**src/rtl/imm_ext_pipe.sv**
```systemverilog
// Immediate-extension decode stage: the extension is computed at the input and the
// result is stored in a two-entry skid buffer (OUT + SKID) with a registered in_ready.
module imm_ext_pipe #(
    parameter int IMM_W  = 16,
    parameter int DATA_W = 32
) (
    input  logic              clk,
    input  logic              rst_n,
    input  logic              flush,
    input  logic              in_valid,
    output logic              in_ready,
    input  logic [IMM_W-1:0]  in_imm,
    input  logic [2:0]        in_mode,
    input  logic [DATA_W-1:0] in_pc,
    output logic              out_valid,
    input  logic              out_ready,
    output logic [DATA_W-1:0] out_data,
    output logic              out_err
);

    typedef struct packed {
        logic              err;
        logic [DATA_W-1:0] data;
    } ent_t;

    typedef enum logic [1:0] {EMPTY, ONE, FULL} state_t;

    localparam int                EXT_W  = DATA_W - IMM_W;
    localparam logic [DATA_W-1:0] PC_INC = DATA_W'(4);

    ent_t              ext;
    ent_t              out_q;
    ent_t              skid_q;
    state_t            state;
    logic [DATA_W-1:0] sext;
    logic [DATA_W-1:0] sext_sh2;
    logic              in_hs;
    logic              out_hs;

    assign sext     = {{EXT_W{in_imm[IMM_W-1]}}, in_imm};
    assign sext_sh2 = {sext[DATA_W-3:0], 2'b00};

    always_comb begin
        ext = '0;
        case (in_mode)
            3'b000:  ext.data = {{EXT_W{1'b0}}, in_imm};
            3'b001:  ext.data = sext;
            3'b010:  ext.data = {in_imm, {EXT_W{1'b0}}};
            3'b011:  ext.data = in_pc + PC_INC + sext_sh2;
            3'b100:  ext.data = sext_sh2;
            default: ext.err  = 1'b1;
        endcase
    end

    assign in_hs  = in_valid & in_ready;
    assign out_hs = out_valid & out_ready;

    // in_ready and out_valid are flops tracking the state, so no ready path is combinational.
    always_ff @(posedge clk or negedge rst_n) begin
        if (!rst_n) begin
            state     <= EMPTY;
            out_q     <= '0;
            skid_q    <= '0;
            out_valid <= 1'b0;
            in_ready  <= 1'b1;
        end else if (flush) begin
            state     <= EMPTY;
            out_valid <= 1'b0;
            in_ready  <= 1'b1;
        end else begin
            case (state)
                EMPTY: if (in_hs) begin
                    out_q     <= ext;
                    out_valid <= 1'b1;
                    state     <= ONE;
                end
                ONE: begin
                    if (in_hs && out_hs) begin
                        out_q <= ext;
                    end else if (in_hs) begin
                        skid_q   <= ext;
                        in_ready <= 1'b0;
                        state    <= FULL;
                    end else if (out_hs) begin
                        out_valid <= 1'b0;
                        state     <= EMPTY;
                    end
                end
                FULL: if (out_hs) begin
                    out_q    <= skid_q;
                    in_ready <= 1'b1;
                    state    <= ONE;
                end
                default: begin
                    state     <= EMPTY;
                    out_valid <= 1'b0;
                    in_ready  <= 1'b1;
                end
            endcase
        end
    end

    assign out_data = out_q.data;
    assign out_err  = out_q.err;

endmodule

```
**config.mk**
```make
export PLATFORM = sky130hd
export DESIGN_NAME = imm_ext_pipe
export DESIGN_NICKNAME = d
export VERILOG_FILES = /design/src/rtl/imm_ext_pipe.sv
export SDC_FILE = /design/constraint.sdc
export NUM_CORES = 1
export LEC_CHECK = 0
export CELL_PAD_IN_SITES_DETAIL_PLACEMENT = 1
export CELL_PAD_IN_SITES_GLOBAL_PLACEMENT = 1
export CORE_AREA = 3 3 116 118
export DETAILED_ROUTE_END_ITERATION = 16
export DIE_AREA = 0 0 119 121
export PLACE_DENSITY_LB_ADDON = 0.3
export SLEW_MARGIN = 20
export SYNTH_ARGS = -nofsm -noshare
export SYNTH_HDL_FRONTEND = slang
export SYNTH_SLANG_ARGS = --single-unit
```
**constraint.sdc**
```tcl
create_clock -name clk -period 3.6 [get_ports clk]
set_clock_uncertainty 0.05 [all_clocks]
set_input_delay 0.72 -clock clk [delete_from_list [all_inputs] [get_ports clk]]
set_output_delay 0.72 -clock clk [all_outputs]
set_load 0.05 [all_outputs]
```
==> summary.md <==
| Metric | Value |
|---|---|
| CP Launch Type | `input port` |
| Post-synthesis sequential area ratio | `32.66%` |
| Critical path fanouts, max | `3` |
| Cts bufs inserted | `9` |
| Largest net degree at the start of global routing | `50` |
| Final Slew Violations | `0` |
| Synth area leaders | `dfrtp_1 (32%), ha_1 (13%), a21oi_1 (7.7%), o21ai_0 (5.6%), nand2_1 (5.5%)` |
| Critical path required time | `3770 ps` |
| Gpl congestion | `0.9038` |
| Routed wl met3 | `751 um` |
| R2R Path Start | `in_ready$_DFFE_PN1P_` |
| Ports | `91` |
| Syn Area/Cell | `8.283 um^2` |
| CP arrival | `3670 ps` |
| Die area | `0.01440 mm^2` |
| Synth Register Bits | `70` |
| CTS tree | `yes` |
| Fill cells | `1511` |
| Starting Density | `42.71%` |
| Top cell by count, worst path | `ha_1` |
| Reg-to-reg slack, setup | `1260 ps` |
| H-tree depth | `3` |
| Yosys top cell by area | `dfrtp_1` |
| Vias in the first global route | `5799` |
| Initial drt markers | `344` |
| Endpoints failing hold | `0` |
| Dpl cell area | `0.006953 mm^2` |
| Hold depth | `2` |
| Tightest Hold Check Type | `reg2reg` |
| Register Area | `0.001753 mm^2` |
| GRT Total Usage | `24.79%` |
| Share of cells above drive strength 1 | `17.90%` |
| Unique masters post-synth | `58` |
| Worst setup margin | `103.3 ps` |
| Residual DRC | `0` |
| Via/cell ratio | `5.649` |
| Synth top area share | `32.17%` |
| Core area | `0.01257 mm^2` |
| Max Fclk | `286.0 MHz` |
| Max cap viols | `0` |
| Hold Path Origin | `skid_q[24]$_DFFE_PN0P_` |
| Crit path max-delay cell type | `clkdlybuf4s50_1` |
| Die Ht | `121 um` |
| Leakage | `0.003394 uW` |
| Setup Viol. Count Final | `0` |
| WL met1 | `7715 um` |
| Clock Sinks | `70` |
| Headroom to the max-slew limit | `42.85%` |
| Routed len/inst | `18.59 um` |
| CP Capture Type | `flop` |
| Total power | `3991 uW` |
| Mapped Nets | `762` |
| Clk root buf | `clkbuf_16` |
| Synth warn | `0` |
| Least-Margin Pin Slew | `857.3 ps` |
| Pre-antenna DRT Iters | `4` |
| Final HPWL DP | `14010 um` |
| Clock buffer depth | `2` |
| Post-place setup slack | `-453.4 ps` |
| Tmin final | `3497 ps` |
| FFs w/ async S/R, synth | `100.0%` |
| Critical Path, Cell by Cell | `clkdlybuf4s50_1, ha_1, ha_1, a21oi_1, nand4b_1, a21oi_4, o41ai_4, buf_4, o21ai_1, xnor2_1, o221ai_1, mux2_2` |
| Hold_buf cts | `0` |
| First-pass GRT wire length | `28630 um` |
| ANT nets after route | `0` |
| Total Routed Length | `18050 um` |
| Syn Std Cell Area | `0.005368 mm^2` |
| Metal2 WL | `9090 um` |
| FF-to-FF End | `out_data[20]$_DFFE_PN0P_` |
| Leading register cell type out of synthesis | `dfrtp_1` |
| Post-layout net count | `909` |
| Total gr overflow | `0` |
| Top sig layer | `met4` |
| Area growth, synth to finish | `37.55%` |
| Maximum vdd ir drop | `0.2527 mV` |
| Area occupied by multi-input gates | `0.003557 mm^2` |
| Kind of critical path | `in2reg` |
| Initial antenna violation count | `0` |
| # rows | `41` |
| Antenna diodes | `0` |
| I/O Buffers | `90` |
| Clock latency on the worst-skew pair | `340 ps` |
| Post-route cell area | `0.007383 mm^2` |
| DIE WIDTH | `119 um` |
| Pwr dens | `540.5 mW/mm^2` |
| EDFF count, synth | `0` |
| Period utilization | `97.13%` |
| R2r worst-path depth | `9` |
| Syn Inst Count | `648` |
| Worst hold path endpoint | `skid_q[24]$_DFFE_PN0P_` |
| Status | `completed` |
| Clock-pin slew on the worst setup and hold paths | `50 ps` |
| Worst path max stage delay | `460 ps` |
| DR vias | `5485` |
==> kinds of logic (layout without fill, tap and decap cells) <==
| group | after synthesis | in the layout | synth area share [%] |
|---|---|---|---|
| simple gates | 203 | 203 | 17.65 |
| buf+inv | 52 | 203 | 3.893 |
| flops | 70 | 70 | 32.66 |
| compound gates | 229 | 229 | 25.80 |
| fa+ha+maj | 58 | 58 | 13.66 |
| xor+xnor | 24 | 24 | 3.916 |
| mux | 12 | 12 | 2.424 |
==> final cells by class <==
class	count	area share, %
clock buffers	14	3.576
clock inverters	1	0.06779
inverters	14	0.7117
multi-input cells	526	48.18
flip-flops and latches	70	23.74
well taps	172	2.915
repair buffers	174	20.81
==> routing by layer <==
layer	global-route usage (%)	vias to the layer above
li1	-	2622
met1	30.59	2670
met2	42.28	148
met3	4.149	45
met4	11.66	0
met5	0	-
==> Yosys cell counts (2+ instances only) <==
cell type  number
a221oi_1        9
and2_1          2
ha_1           57
o21ai_1        17
inv_1          14
o21ai_0        60
nand2b_1        9
a211oi_1        5
clkbuf_1       32
a22oi_1         2
xor2_1         10
nor3_1          6
mux2i_1         4
buf_2           5
nand2_1        79
a21oi_1        83
a41oi_1         2
nor2_1         49
o21bai_1        5
o21ai_2         3
dfrtp_1        69
a21o_1         12
a21oi_2         7
nand3_1        14
nand4_1         5
o31ai_1         3
and3_1          9
o211ai_1        2
or3_1           2
mux2_2          8
nor2b_1        17
a31oi_1         4
o22ai_1         4
nand4b_1        2
xnor2_1        14
==> worst max path at each step <==
| stage | startpoint | depth (start not counted) | endpoint |
|---|---|---|---|
| after global routing | in_imm[2] | 12 | out_data[18]$_DFFE_PN0P_ |
| after floorplan | in_imm[1] | 13 | skid_q[23]$_DFFE_PN0P_ |
| after detailed placement | in_imm[0] | 16 | skid_q[25]$_DFFE_PN0P_ |
| after CTS | in_imm[0] | 16 | out_data[23]$_DFFE_PN0P_ |
| after global placement | in_imm[0] | 16 | skid_q[25]$_DFFE_PN0P_ |
| final | in_imm[2] | 12 | skid_q[16]$_DFFE_PN0P_ |
==> state kept, by name, indices dropped and copies added (netlist names) <==
| name | flops |
|---|---|
| out_err | 1 |
| state | 2 |
| out_data | 32 |
| skid_q | 33 |
| in_ready | 1 |
| out_valid | 1 |
==> cell usage in the layout, fill, tap and decap left out, types with 5 or more instances in the layout <==
| cell | n |
|---|---|
| nor2_1 | 48 |
| inv_1 | 13 |
| xnor2_1 | 13 |
| o21ai_0 | 60 |
| a21oi_2 | 6 |
| nand4_1 | 5 |
| a21oi_1 | 82 |
| a221oi_2 | 5 |
| ha_1 | 55 |
| clkbuf_16 | 9 |
| nor2b_1 | 17 |
| a21o_1 | 12 |
| o21bai_1 | 5 |
| nand2_1 | 79 |
| nand3_1 | 14 |
| xor2_1 | 10 |
| mux2_2 | 8 |
| buf_4 | 84 |
| dfrtp_1 | 69 |
| o21ai_1 | 17 |
| nor3_1 | 6 |
| nand2b_1 | 8 |
| clkdlybuf4s50_1 | 85 |
| and3_1 | 9 |
==> power breakdown <==
part           internal (uW)  leakage, uW  total [uW]  switching (uW)
Sequential              1080     0.000914        1250             179
Combinational            746      0.00235        1920            1180
Clock                    499     0.000133         813             314
==> repair_timing <==
action                     4_1_cts  5_1_grt
gates cloned                     0        0
pin swaps                        5       12
buffers inserted                 0        1
resized for setup                5       21
setup endpoints to repair        8       25
==> critical path, delay by kind of cell <==
kind | cells | cell delay [ps]
multiplexers | 1 | 320
adder cells (fa/ha/maj) | 2 | 680
AND/OR/NAND/NOR | 1 | 220
AO/OA/AOI/OAI | 5 | 870
XOR/XNOR | 1 | 220
buffers and inverters | 2 | 640
==> per-stage QoR <==
| step | hold WS [ps] | setup TNS (ps) | std cells | utilization [%] |
|---|---|---|---|---|
| floorplan | 374.4 | 0 | 648 | - |
| global placement | 403.4 | -5138 | 955 | 55.32 |
| detailed placement | 409.6 | -8394 | 955 | 55.32 |
| CTS | 422.4 | 0 | 970 | 57.70 |
| global route | 449.6 | -48.01 | 971 | 58.75 |
| finish | 418.7 | 0 | 971 | 58.75 |
No activity file was read; power rests on OpenSTA's default activity.
